## src/rtl/fp_decode_if.sv

```systemverilog
// fp_decode_if -- handshake bundle between a float-code producer, the
// fp_decode block and the consumer of the linear result.
//
// Signals:
//   in_valid / in_ready   producer -> decoder handshake
//   S, E, F               sign, exponent (left-shift count), unsigned significand
//   out_valid / out_ready decoder -> consumer handshake
//   D                     two's-complement linear result
//   busy                  decoder is not idle
//
// Modports:
//   master  producer/consumer side (drives inputs, observes results)
//   slave   decoder side
interface fp_decode_if #(
   parameter int DW = 12,
   parameter int EW = 3,
   parameter int FW = 4
);
   logic          in_valid;
   logic          in_ready;
   logic          S;
   logic [EW-1:0] E;
   logic [FW-1:0] F;
   logic          out_valid;
   logic          out_ready;
   logic [DW-1:0] D;
   logic          busy;

   modport master (
      output in_valid, S, E, F, out_ready,
      input  in_ready, out_valid, D, busy
   );

   modport slave (
      input  in_valid, S, E, F, out_ready,
      output in_ready, out_valid, D, busy
   );
endinterface

```

## src/rtl/fp_decode.sv

```systemverilog
// fp_decode -- converts a {S, E, F} float code into a DW-bit two's-complement
// value equal to (-1)^S * F * 2^E.
//
// A single left shift is applied per SHIFT cycle instead of a barrel shifter.
// The sign is applied in one extra cycle (SIGN), and the result is held in
// DONE until the consumer takes it. Only one conversion is in flight.
//
// Ports:
//   clk     rising-edge clock
//   rst_n   asynchronous active-low reset
//   bus     fp_decode_if.slave: in_valid/in_ready/S/E/F on the input side,
//           out_valid/out_ready/D on the output side, busy = not IDLE
module fp_decode #(
   parameter int DW = 12,   // output width, must be >= FW + 2**EW
   parameter int EW = 3,    // exponent width
   parameter int FW = 4     // significand width
) (
   input  logic         clk,
   input  logic         rst_n,
   fp_decode_if.slave   bus
);

   // Magnitude is one bit narrower than D: the top bit of D is the sign.
   localparam int MW = DW - 1;

   typedef enum logic [1:0] {
      IDLE  = 2'd0,
      SHIFT = 2'd1,
      SIGN  = 2'd2,
      DONE  = 2'd3
   } state_e;

   state_e        state_q, state_d;
   logic [MW-1:0] mag_q,   mag_d;
   logic [EW-1:0] cnt_q,   cnt_d;
   logic          sgn_q,   sgn_d;
   logic [DW-1:0] d_q,     d_d;

   // ------------------------------------------------------------------
   // State register
   // ------------------------------------------------------------------
   // NOTE: sequential state uses non-blocking assignments so every flop
   // samples the pre-edge values, independent of statement order.
   always_ff @(posedge clk or negedge rst_n) begin
      if (!rst_n) begin
         state_q <= IDLE;
         mag_q   <= '0;
         cnt_q   <= '0;
         sgn_q   <= 1'b0;
         d_q     <= '0;
      end else begin
         state_q <= state_d;
         mag_q   <= mag_d;
         cnt_q   <= cnt_d;
         sgn_q   <= sgn_d;
         d_q     <= d_d;
      end
   end

   // ------------------------------------------------------------------
   // Next-state and datapath
   // ------------------------------------------------------------------
   always_comb begin
      // NOTE: every variable gets a hold default first, so no path through
      // the case statement can leave one unassigned and infer a latch.
      state_d = state_q;
      mag_d   = mag_q;
      cnt_d   = cnt_q;
      sgn_d   = sgn_q;
      d_d     = d_q;

      unique case (state_q)
         IDLE: begin
            // Inputs are captured only here; later changes on S/E/F are ignored.
            if (bus.in_valid) begin
               mag_d   = {{(MW-FW){1'b0}}, bus.F};
               cnt_d   = bus.E;
               sgn_d   = bus.S;
               state_d = SHIFT;
            end
         end

         SHIFT: begin
            if (cnt_q == '0) begin
               state_d = SIGN;
            end else begin
               // No bit can fall off the top: DW >= FW + 2**EW.
               mag_d = {mag_q[MW-2:0], 1'b0};
               cnt_d = cnt_q - EW'(1);
            end
         end

         SIGN: begin
            // Negating zero yields zero, so negative zero needs no special case.
            d_d     = sgn_q ? (~{1'b0, mag_q} + DW'(1)) : {1'b0, mag_q};
            state_d = DONE;
         end

         DONE: begin
            if (bus.out_ready) begin
               state_d = IDLE;
            end
         end

         default: state_d = IDLE;
      endcase
   end

   // ------------------------------------------------------------------
   // Outputs: decoded from state only, so in_ready never depends on
   // in_valid or out_ready.
   // ------------------------------------------------------------------
   always_comb begin
      bus.in_ready  = (state_q == IDLE);
      bus.out_valid = (state_q == DONE);
      bus.busy      = (state_q != IDLE);
      bus.D         = d_q;
   end

endmodule

```

## src/flat_wrapper.sv

```systemverilog
// flat-port wrapper written by rule: the top's interface ports become plain ports
module fp_decode_flat 
#(
   parameter int DW = 12,                                         
   parameter int EW = 3,                     
   parameter int FW = 4                         
)
  (clk, rst_n, bus_in_valid, bus_S, bus_E, bus_F, bus_out_ready, bus_in_ready, bus_out_valid, bus_D, bus_busy);
  fp_decode_if #(.DW(DW), .EW(EW), .FW(FW)) bus_i ();
  input  logic clk;
  input  logic rst_n;
  input wire logic [$bits(bus_i.in_valid)-1:0] bus_in_valid;
  input wire logic [$bits(bus_i.S)-1:0] bus_S;
  input wire logic [$bits(bus_i.E)-1:0] bus_E;
  input wire logic [$bits(bus_i.F)-1:0] bus_F;
  input wire logic [$bits(bus_i.out_ready)-1:0] bus_out_ready;
  output wire logic [$bits(bus_i.in_ready)-1:0] bus_in_ready;
  output wire logic [$bits(bus_i.out_valid)-1:0] bus_out_valid;
  output wire logic [$bits(bus_i.D)-1:0] bus_D;
  output wire logic [$bits(bus_i.busy)-1:0] bus_busy;
  assign bus_i.in_valid = bus_in_valid;
  assign bus_i.S = bus_S;
  assign bus_i.E = bus_E;
  assign bus_i.F = bus_F;
  assign bus_i.out_ready = bus_out_ready;
  assign bus_in_ready = bus_i.in_ready;
  assign bus_out_valid = bus_i.out_valid;
  assign bus_D = bus_i.D;
  assign bus_busy = bus_i.busy;
  fp_decode #(.DW(DW), .EW(EW), .FW(FW)) u_core (.clk(clk), .rst_n(rst_n), .bus(bus_i));
endmodule
```

## config.mk

```make
export PLATFORM = sky130hd
export DESIGN_NAME = fp_decode_flat
export DESIGN_NICKNAME = d
export VERILOG_FILES = /design/src/rtl/fp_decode_if.sv /design/src/rtl/fp_decode.sv /design/src/flat_wrapper.sv
export SDC_FILE = /design/constraint.sdc
export NUM_CORES = 1
export LEC_CHECK = 0
export BUFFER_PORTS_ARGS = -buffer_cell sky130_fd_sc_hd__buf_2
export CAP_MARGIN = 15
export CORE_MARGIN = 10
export CORE_UTILIZATION = 63
export CTS_BUF_LIST = sky130_fd_sc_hd__clkbuf_4 sky130_fd_sc_hd__clkbuf_8
export DETAILED_ROUTE_END_ITERATION = 7
export PLACE_DENSITY = 0.91
export SLEW_MARGIN = 30
export SYNTH_ARGS = -nofsm -noshare
export SYNTH_HDL_FRONTEND = slang
export SYNTH_SLANG_ARGS = --single-unit
```

## constraint.sdc

```tcl
create_clock -name clk -period 5.24 [get_ports clk]
set_clock_uncertainty 0.1 [all_clocks]
set_input_delay 1.048 -clock clk [delete_from_list [all_inputs] [get_ports clk]]
set_output_delay 1.048 -clock clk [all_outputs]
set_load 0.02 [all_outputs]
```

==> impl_results.md, run 1 <==
- Synth Area per Inst: 9.91 µm²
- Layout cells sized above 1: 0.232
- Starting Density: 0.668
- # DRC: 0
- RD Place Congestion: 0.816
- Slew Limit Fails: 0
- Ys async rst share: 1.00
- Post-Syn Nets: 190
- Storage element area: 726 µm²
- Relative slew slack: 0.517
- Crit-path max FO: 6
- Ports: 27
- Syn-to-layout area delta: 11.7%
- Worst Setup End Kind: output port
- Core Area: 2520 µm²
- Antenna Nets Post-Route: 0
- CTS tree: yes
- Largest net degree at the start of global routing: 35
- NumNets Final: 213
- Fillers: 180
- Max_cap viols: 0
- First-pass GRT wire length: 6760 µm
- Final Hold Viols: 0
- Total power per unit cell area: 659 nW/µm²
- Initial antenna violation count: 0
- Post-synth top flop: dfrtp_1
- Hold bufs inserted after CTS: 0
- Tmin final: 2520 ps
- Post-synthesis sequential area ratio: 0.431
- Startpoint Class: flop
- Root buf cell: clkbuf_4
- Final wirelength: 3900 µm
- Hpwl dp: 2710 µm
- DP Worst Slack: 2890 ps
- GRT Residual Overflow: 0
- Clock transition at path regs: 100 ps
- CTS-repair resized insts: 0
- DIE AREA: 5140 µm²
- Number of global-route vias before repair: 1492
- Multi-input logic area: 827 µm²
- CTS HTree Levels: 2
- Ys Warns: 0
- Yosys cell types: 37
- Via density: 6.11
- PortBufs: 26
- Mapped Cells: 170
- Status: finished clean
- Worst ir drop on vdd: 0.000593 V
- Initial drt markers: 132
- Number of antenna diodes: 0
- Final period utilization: 0.480
- Setup Fix Bufs, Post-CTS: 0
- Overall Global Routing Usage: 0.161
- Tightest hold margin: 414 ps
- Setup TNS: 0 ps
- Worst Max-Slew Pin Slew: 725 ps
- Routed vias: 1369
- Post-synth EDFFs: 0
- DRT Pass-1 Iters: 5
- Leakage Power: 0.904 nW
- Fmax: 0.397 GHz
- # rows: 18
- RSZ-0062 raised after global routing: no
- CP required: 4090 ps
- Setup WS post-layout: 2720 ps
- Die height: 71.7 µm
- # setup viols final: 0
- CP Data Arrival Time: 1370 ps
- Yosys reg bits: 29
- CTS Buffer Depth: 2
- Worst hold path type: flop to flop
- Synthesized cell area: 1680 µm²
- Critical path class: flop to output port
- DR WL/cell: 17.4 µm
- DIE WIDTH: 71.7 µm
- Later-pin clock latency in the skew report: 350 ps
- TritonCTS Buffers: 5
- Clock Sinks: 29
area by class of cell:
type,instances,share of cell area
timing repair buffer,27,0.0732
clock inverter,1,0.00266
inverter,22,0.0439
multi-input combinational,108,0.440
sequential,29,0.386
tap,30,0.0200
clock buffer,7,0.0346
path summary, 6_finish.rpt:
| check | to | start | cells past startpoint | slack, ps |
|---|---|---|---|---|
| worst min register to register | u_core.bus.D[0] | u_core.bus.D[0] | 1 | 410 |
| worst min-delay path | u_core.bus.D[0] | u_core.bus.D[0] | 1 | 410 |
| worst max register to register | u_core.mag_q[3] | u_core.state_q[1] | 6 | 2810 |
| min in group asynchronous | u_core.bus.D[4] | rst_n | 1 | 600 |
| worst max-delay path | bus_busy | u_core.state_q[0] | 4 | 2720 |
| max in group asynchronous | u_core.mag_q[9] | rst_n | 1 | 4020 |
state kept, by name, summed over array words and instances (netlist names):
signal / flops
u_core.cnt_q: 3
u_core.sgn_q: 1
u_core.state_q: 2
u_core.mag_q: 11
u_core.bus.D: 12
Yosys cell counts, types with 2 or more instances:
library cell | instances | share of area
nand2_1 | 10 | 0.022
or4_1 | 2 | 0.0089
ha_1 | 8 | 0.059
nand3b_1 | 3 | 0.013
nand4_1 | 4 | 0.015
nor2_1 | 7 | 0.016
o21ai_0 | 4 | 0.012
nand3_1 | 4 | 0.012
dfrtp_1 | 29 | 0.43
or3_1 | 2 | 0.0074
inv_1 | 22 | 0.049
buf_2 | 2 | 0.0059
nor3_1 | 4 | 0.012
a31oi_1 | 6 | 0.022
a221oi_1 | 2 | 0.010
a21oi_1 | 3 | 0.0089
mux2i_1 | 17 | 0.10
and3b_1 | 2 | 0.010
nor2b_1 | 6 | 0.022
o2111ai_1 | 3 | 0.016
mux2_2 | 7 | 0.047
clkbuf_1 | 8 | 0.018
critical path: stages, from the launching register on:
cell     delay (ps)
dfrtp_1         410
inv_1           140
ha_1            270
inv_1            60
buf_2           160
placed cells by master, fill, tap and decap left out, drive strengths merged, types with 7 or more instances in the layout:
cell | synthesis | layout
buf | 3 | 27
clkbuf | 8 | 7
dfrtp | 29 | 29
ha | 8 | 8
inv | 22 | 22
mux2 | 7 | 7
mux2i | 17 | 17
nand2 | 10 | 10
nor2 | 7 | 7
kinds of logic (layout without fill, tap and decap cells):
| kind of cell | after synthesis | in the layout | share of synthesized area |
|---|---|---|---|
| muxes | 24 | 24 | 0.148 |
| adders and majority gates | 8 | 8 | 0.0594 |
| xor gates and xnor gates | 2 | 2 | 0.0104 |
| DFF | 29 | 29 | 0.431 |
| buffers and inverters | 33 | 57 | 0.0795 |
| AOI/OAI and AO/OA | 24 | 24 | 0.102 |
| and+or+nand+nor | 50 | 50 | 0.170 |
stage by stage:
step                total power [W]  cells   util  area, µm²
finish                      0.00124    224  0.746       1880
global route                0.00133    224  0.746       1880
CTS                         0.00124    224  0.745       1880
detailed placement          0.00107    216  0.717       1810
global placement            0.00103    216  0.717       1810
floorplan                  0.000911    170      -       1680
where the power goes:
group / total, W / internal (W) / switching, W
combinational: 0.000668 / 0.000283 / 0.000385
sequential: 0.000409 / 0.000314 / 0.0000955
clock: 0.000161 / 0.0000776 / 0.0000835
metal layers:
| layer | up-vias | global-route usage | routed length (µm) | part of all wire |
|---|---|---|---|---|
| met4 | 0 | 0.112 | 138 | 0.035 |
| met3 | 14 | 0.0606 | 295 | 0.076 |
| li1 | 646 | - | - | - |
| met1 | 647 | 0.179 | 1580 | 0.41 |
| met2 | 62 | 0.250 | 1880 | 0.48 |
| met5 | - | 0 | 0 | 0 |
No activity file was read; power rests on OpenSTA's default activity.
==> inputs of run 2 (changes only) <==
--- a/config.mk
+++ b/config.mk
@@ -5,13 +5,14 @@
 export SDC_FILE = /design/constraint.sdc
 export NUM_CORES = 1
 export LEC_CHECK = 0
+export ABC_AREA = 1
 export BUFFER_PORTS_ARGS = -buffer_cell sky130_fd_sc_hd__buf_2
 export CAP_MARGIN = 15
 export CORE_MARGIN = 10
-export CORE_UTILIZATION = 63
+export CORE_UTILIZATION = 58
 export CTS_BUF_LIST = sky130_fd_sc_hd__clkbuf_4 sky130_fd_sc_hd__clkbuf_8
 export DETAILED_ROUTE_END_ITERATION = 7
-export PLACE_DENSITY = 0.91
+export PLACE_DENSITY = 0.85
 export SLEW_MARGIN = 30
 export SYNTH_ARGS = -nofsm -noshare
 export SYNTH_HDL_FRONTEND = slang
==> constraint.sdc (replaced) <==
create_clock -name clk -period 2.4 [get_ports clk]
set_clock_uncertainty 0.1 [all_clocks]
set_input_delay 0.48 -clock clk [delete_from_list [all_inputs] [get_ports clk]]
set_output_delay 0.48 -clock clk [all_outputs]
set_load 0.02 [all_outputs]
==> impl_results.md, run 2 <==
- Status: finished clean
- Crit-path max FO: 4
- Setup Fix Bufs, Post-CTS: 0
- Post-synth EDFFs: 0
- Commonest non-fill, non-tap cells in the layout: nand2_1, dfrtp_1, buf_2, inv_1, nand3_1
- Number of global-route vias before repair: 1375
- Ys async rst share: 1.00
- Clock transition at path regs: 90 ps
- NumNets Final: 251
- Mapped Cells: 205
- Crit path top cell by count: inv_1
- # rows: 19
- Multi-input logic area: 754 µm²
- Worst path slowest cell: dfrtp_1
- Reg2Reg Capture Point: u_core.mag_q[10]
- DRT Pass-1 Iters: 4
- Post-synth top flop: dfrtp_1
- Tmin final: 1960 ps
- Net Sw Power: 0.00127 W
- R2R depth: 8
- Synthesized cell area: 1640 µm²
- P_int: 0.00133 W
- Final Hold Viols: 0
- Reg power frac: 0.324
- Placed Cells incl. Taps: 255
- CP Data Arrival Time: 1380 ps
- Later-pin clock latency in the skew report: 330 ps
- Final period utilization: 0.815
- Reg-to-reg startpoint: u_core.state_q[1]
- Ports: 27
- CTS HTree Levels: 2
- Slew Limit Fails: 0
- Fmax: 0.511 GHz
- Yosys reg bits: 29
- Die height: 73.2 µm
- Synth Area per Inst: 8.01 µm²
- Initial drt markers: 91
- Root buf cell: clkbuf_4
- Largest net degree at the start of global routing: 30
- PortBufs: 26
- RD Place Congestion: 0.807
- Combinational cell fraction of total power: 0.555
- DIE AREA: 5360 µm²
- Storage element area: 726 µm²
- Worst ir drop on vdd: 0.000931 V
- Startpoint Class: flop
- RSZ-0062 raised after global routing: no
- Critical path, cell by cell: inv_1 -> ha_1 -> inv_1 -> buf_2
- Switching Share: 0.489
- Routed vias: 1339
- Hold bufs inserted after CTS: 0
- Relative slew slack: 0.579
- CP required: 1820 ps
- CTS Buffer Depth: 2
- Post-Syn Nets: 225
- Max reg flops: 12
- Ranking of synthesized cells by area: dfrtp_1, nand2_1, o21ai_2, nand3_1, ha_1
- Max incr delay on CP: 400 ps
- Antenna Nets Post-Route: 0
- Worst Setup End Kind: output port
- Post-synthesis sequential area ratio: 0.442
- Hpwl dp: 2380 µm
- Cell accounting for the most synthesized area: dfrtp_1
- Worst hold path type: input port to asynchronous set/reset pin
- Max_cap viols: 0
- DIE WIDTH: 73.2 µm
- Most common cell after layout, fill and taps aside: nand2_1
- Setup WS post-layout: 445 ps
- CTS tree: yes
- First-pass GRT wire length: 5740 µm
- DP Worst Slack: 544 ps
- Initial antenna violation count: 0
- Setup TNS: 0 ps
- Core Area: 2730 µm²
- # DRC: 0
- Most instantiated cells after synthesis: nand2_1, dfrtp_1, inv_1
- TritonCTS Buffers: 5
- GRT Residual Overflow: 0
- Worst Max-Slew Pin Slew: 631 ps
- Final wirelength: 3160 µm
- R2R Setup Slk: 530 ps
- DR WL/cell: 12.1 µm
- Critical path class: flop to output port
- Final std cells w/o fill: 262
- Leakage Power: 0.977 nW
- Yosys top cell area share: 0.442
- Syn-to-layout area delta: 10.5%
- CTS-repair resized insts: 0
- # setup viols final: 0
- Clock Sinks: 29
- Ys Warns: 0
- Most frequent cell after synthesis: nand2_1
- Via density: 5.11
- Fillers: 239
- Number of antenna diodes: 0
- Overall Global Routing Usage: 0.132
- Layout cells sized above 1: 0.225
- Yosys cell types: 17
- Starting Density: 0.601
- Total power per unit cell area: 1430 nW/µm²
- Clk pwr share: 0.121
## run 2: changes by cell type after synthesis, moves of 7 or more
cell      delta
nor2_1       +9
mux2_2       -7
o21ai_0     +10
clkbuf_1     -8
mux2i_1     -17
nand2_1     +46
nand3_1     +19
o21ai_2     +15
## run 2: layout make-up
cell class / instances / area share
Sequential cell: 29 / 0.400
Inverter: 26 / 0.0551
Clock buffer: 7 / 0.0324
Timing Repair Buffer: 27 / 0.0758
Multi-Input combinational cell: 142 / 0.416
Tap cell: 31 / 0.0214
## run 2: cell families (layout without fill, tap and decap cells)
logic type                 Yosys count  after routing  synth area share
AOI/OAI and AO/OA                   34             34             0.140
xor gates and xnor gates             3              3            0.0160
adders and majority gates            8              8            0.0609
buffers and inverters               34             60            0.0990
DFF                                 29             29             0.442
and+or+nand+nor                     97             97             0.242
## run 2: worst max-delay path by stage
stage / startpoint / to / slack (ps)
after floorplan: u_core.state_q[0] / u_core.mag_q[1] / 640
after global placement: u_core.state_q[1] / u_core.mag_q[10] / 650
after detailed placement: u_core.state_q[1] / u_core.mag_q[10] / 540
after CTS: u_core.state_q[0] / bus_busy / 440
after global routing: u_core.state_q[0] / bus_busy / 340
final: u_core.state_q[0] / bus_busy / 440
## run 2: per-layer routing
layer / up-vias / track usage / routed length, µm
met4: 0 / 0.0527 / 67
li1: 700 / - / -
met2: 27 / 0.205 / 1440
met5: - / 0 / 0
met1: 604 / 0.155 / 1430
met3: 8 / 0.0585 / 229
## run 2: metrics by stage
| stage | power [W] | utilization | hold slack [ps] | cell area [µm²] |
|---|---|---|---|---|
| after CTS | 0.00264 | 0.664 | 70.6 | 1820 |
| final | 0.00260 | 0.664 | 58.8 | 1820 |
| after global placement | 0.00226 | 0.643 | 358 | 1760 |
| after detailed placement | 0.00231 | 0.643 | 360 | 1760 |
| after floorplan | 0.00204 | - | 84.4 | 1640 |
| after global routing | 0.00291 | 0.664 | 85.7 | 1820 |
## run 2: power groups by stage
stage | clock network [W] | registers (W) | logic [W]
4_1_cts | 0.000325 | 0.000845 | 0.00147
6_report | 0.000314 | 0.000843 | 0.00144
2_1_floorplan | 0 | 0.000927 | 0.00112
3_5_place_dp | 0 | 0.000854 | 0.00146
3_3_place_gp | 0 | 0.000844 | 0.00142
5_1_grt | 0.000346 | 0.000878 | 0.00168
## run 2: worst max-delay path: cells and delay by family (launching register included)
family / cells / cell delay [ps]
buffers and inverters: 3 / 400
adders and majority gates: 1 / 240
DFF: 1 / 400
==> inputs of run 3 (changes only) <==
--- a/config.mk
+++ b/config.mk
@@ -9,10 +9,10 @@
 export BUFFER_PORTS_ARGS = -buffer_cell sky130_fd_sc_hd__buf_2
 export CAP_MARGIN = 15
 export CORE_MARGIN = 10
-export CORE_UTILIZATION = 58
+export CORE_UTILIZATION = 52
 export CTS_BUF_LIST = sky130_fd_sc_hd__clkbuf_4 sky130_fd_sc_hd__clkbuf_8
 export DETAILED_ROUTE_END_ITERATION = 7
-export PLACE_DENSITY = 0.85
+export PLACE_DENSITY = 0.8
 export SLEW_MARGIN = 30
 export SYNTH_ARGS = -nofsm -noshare
 export SYNTH_HDL_FRONTEND = slang
==> constraint.sdc (replaced) <==
create_clock -name clk -period 1.6 [get_ports clk]
set_clock_uncertainty 0.1 [all_clocks]
set_input_delay 0.32 -clock clk [delete_from_list [all_inputs] [get_ports clk]]
set_output_delay 0.32 -clock clk [all_outputs]
set_load 0.02 [all_outputs]
==> impl_results.md, run 3 (synthesized netlist as in run 2, its figures left out) <==
- Max_cap viols: 0
- GRT Residual Overflow: 0
- Final Core Density: 0.697
- Combinational cell fraction of total power: 0.630
- CTS HTree Levels: 2
- Worst Setup End Kind: flop
- First-pass GRT wire length: 6370 µm
- RD Place Congestion: 0.806
- Ports: 27
- # setup viols final: 7
- Fin area: 2110 µm²
- Crit-path max FO: 7
- Reg2Reg Capture Point: u_core.mag_q[6]
- Placed cell area: 1810 µm²
- Fmax: 0.613 GHz
- Worst Hold Launch: bus_in_valid
- CTS tree: yes
- R2R Setup Slk: -30 ps
- DIE AREA: 5810 µm²
- Largest net degree at the start of global routing: 30
- Overall Global Routing Usage: 0.131
- Switching Share: 0.499
- R2R depth: 8
- Routed vias: 1494
- Later-pin clock latency in the skew report: 330 ps
- Slew Limit Fails: 0
- WHS Path Cells: 2
- Final Hold Viols: 0
- Syn-to-layout area delta: 28.4%
- Worst path slowest cell: dfrtp_1
- Initial drt markers: 159
- Worst hold path type: input port to flop
- Setup WS post-layout: -30.8 ps
- Relative slew slack: 0.566
- CTS Buffer Depth: 2
- Failing checks: setup timing
- RSZ-0062 raised after global routing: yes
- Commonest non-fill, non-tap cells in the layout: nand2_1, dfrtp_1, buf_2, inv_1, nand3_1
- # DRC: 0
- Max reg flops: 12
- DRT Pass-1 Iters: 4
- Tmin final: 1630 ps
- Clk pwr share: 0.095
- Root buf cell: clkbuf_4
- NumNets Final: 269
- CP Data Arrival Time: 1790 ps
- Number of global-route vias before repair: 1498
- Status: finished with violations
- Number of antenna diodes: 0
- Antenna Nets Post-Route: 0
- Initial antenna violation count: 0
- Total power per unit cell area: 2210 nW/µm²
- Clock transition at path regs: 100 ps
- TritonCTS Buffers: 5
- Most common cell after layout, fill and taps aside: nand2_1
- Tightest hold margin: 105 ps
- Net Sw Power: 0.00233 W
- DP Worst Slack: -82.8 ps
- Worst hold path endpoint: u_core.sgn_q
- P_int: 0.00234 W
- Startpoint Class: flop
- Via density: 5.08
- Critical path, cell by cell: inv_2 -> buf_4 -> ha_4 -> o21ai_2 -> nand2_4 -> inv_6 -> nand3_1 -> o21ai_2
- Fillers: 254
- DIE WIDTH: 76.2 µm
- Power Total: 0.00467 W
- Worst Max-Slew Pin Slew: 651 ps
- Reg power frac: 0.275
- Clock Sinks: 29
- Worst ir drop on vdd: 0.00121 V
- Die height: 76.2 µm
- Leakage Power: 1.08 nW
- Crit path top cell by count: o21ai_2
- Critical path class: flop to flop
- Layout cells sized above 1: 0.360
- CP required: 1760 ps
- # rows: 20
- Final wirelength: 3960 µm
- Core Area: 3030 µm²
- Max incr delay on CP: 410 ps
- Reg-to-reg startpoint: u_core.state_q[1]
- DR WL/cell: 13.5 µm
- Hpwl dp: 2550 µm
- Final period utilization: 1.02
- Starting Density: 0.543
- PortBufs: 26
## run 3: stage by stage
| step | setup TNS (ps) | std cells |
|---|---|---|
| global placement | -31.0 | 272 |
| global route | -1210 | 294 |
| finish | -90.7 | 294 |
| CTS | 0 | 288 |
| detailed placement | -726 | 272 |
| floorplan | 0 | 205 |
## run 3: area by class of cell
type	count	area [µm²]	area share
clock buffers	6	45.0	0.0214
clock inverters	2	10.0	0.00474
inverters	26	113	0.0534
multi-input cells	142	860	0.407
flip-flops and latches	29	726	0.344
well taps	44	55.1	0.0261
repair buffers	42	268	0.127
repair inverters	3	33.8	0.0160
## run 3: power groups by stage
stage               clock (W)  sequential [W]  combinational (W)
floorplan                   0         0.00139            0.00168
global placement            0         0.00126            0.00222
detailed placement          0         0.00128            0.00229
CTS                  0.000453         0.00126            0.00258
global route         0.000493         0.00133            0.00328
finish               0.000444         0.00128            0.00294
## run 3: worst max path at each step
stage | start | endpoint | slack, ps | depth (start not counted)
after floorplan | u_core.state_q[0] | u_core.mag_q[1] | 3 | 10
after global placement | u_core.cnt_q[0] | u_core.mag_q[5] | -9 | 10
after detailed placement | u_core.cnt_q[0] | u_core.mag_q[4] | -80 | 10
after CTS | u_core.state_q[0] | bus_out_valid | 3 | 3
after global routing | u_core.state_q[1] | u_core.mag_q[6] | -90 | 8
final | u_core.state_q[1] | u_core.mag_q[6] | -30 | 8
## run 3: routing by layer
metal / track usage / part of all wire
met5: 0 / 0
met4: 0.0725 / 0.032
met3: 0.0495 / 0.075
met2: 0.213 / 0.48
met1: 0.143 / 0.42
## run 3: worst max-delay path, delay by kind of cell, from the launching register on
family | cells | cell delay, ps
adder cells (fa/ha/maj) | 1 | 180
AO/OA/AOI/OAI | 2 | 270
AND/OR/NAND/NOR | 2 | 260
flip-flops | 1 | 410
buffers and inverters | 3 | 340
## run 3: repair_timing
action,CTS,global route
pin swaps,1,1
setup endpoints to repair,16,18
endpoints found under the hold margin,29,0
setup buffers,6,4
cloned,1,2
gates resized for setup,12,25
hold buffers,1,0
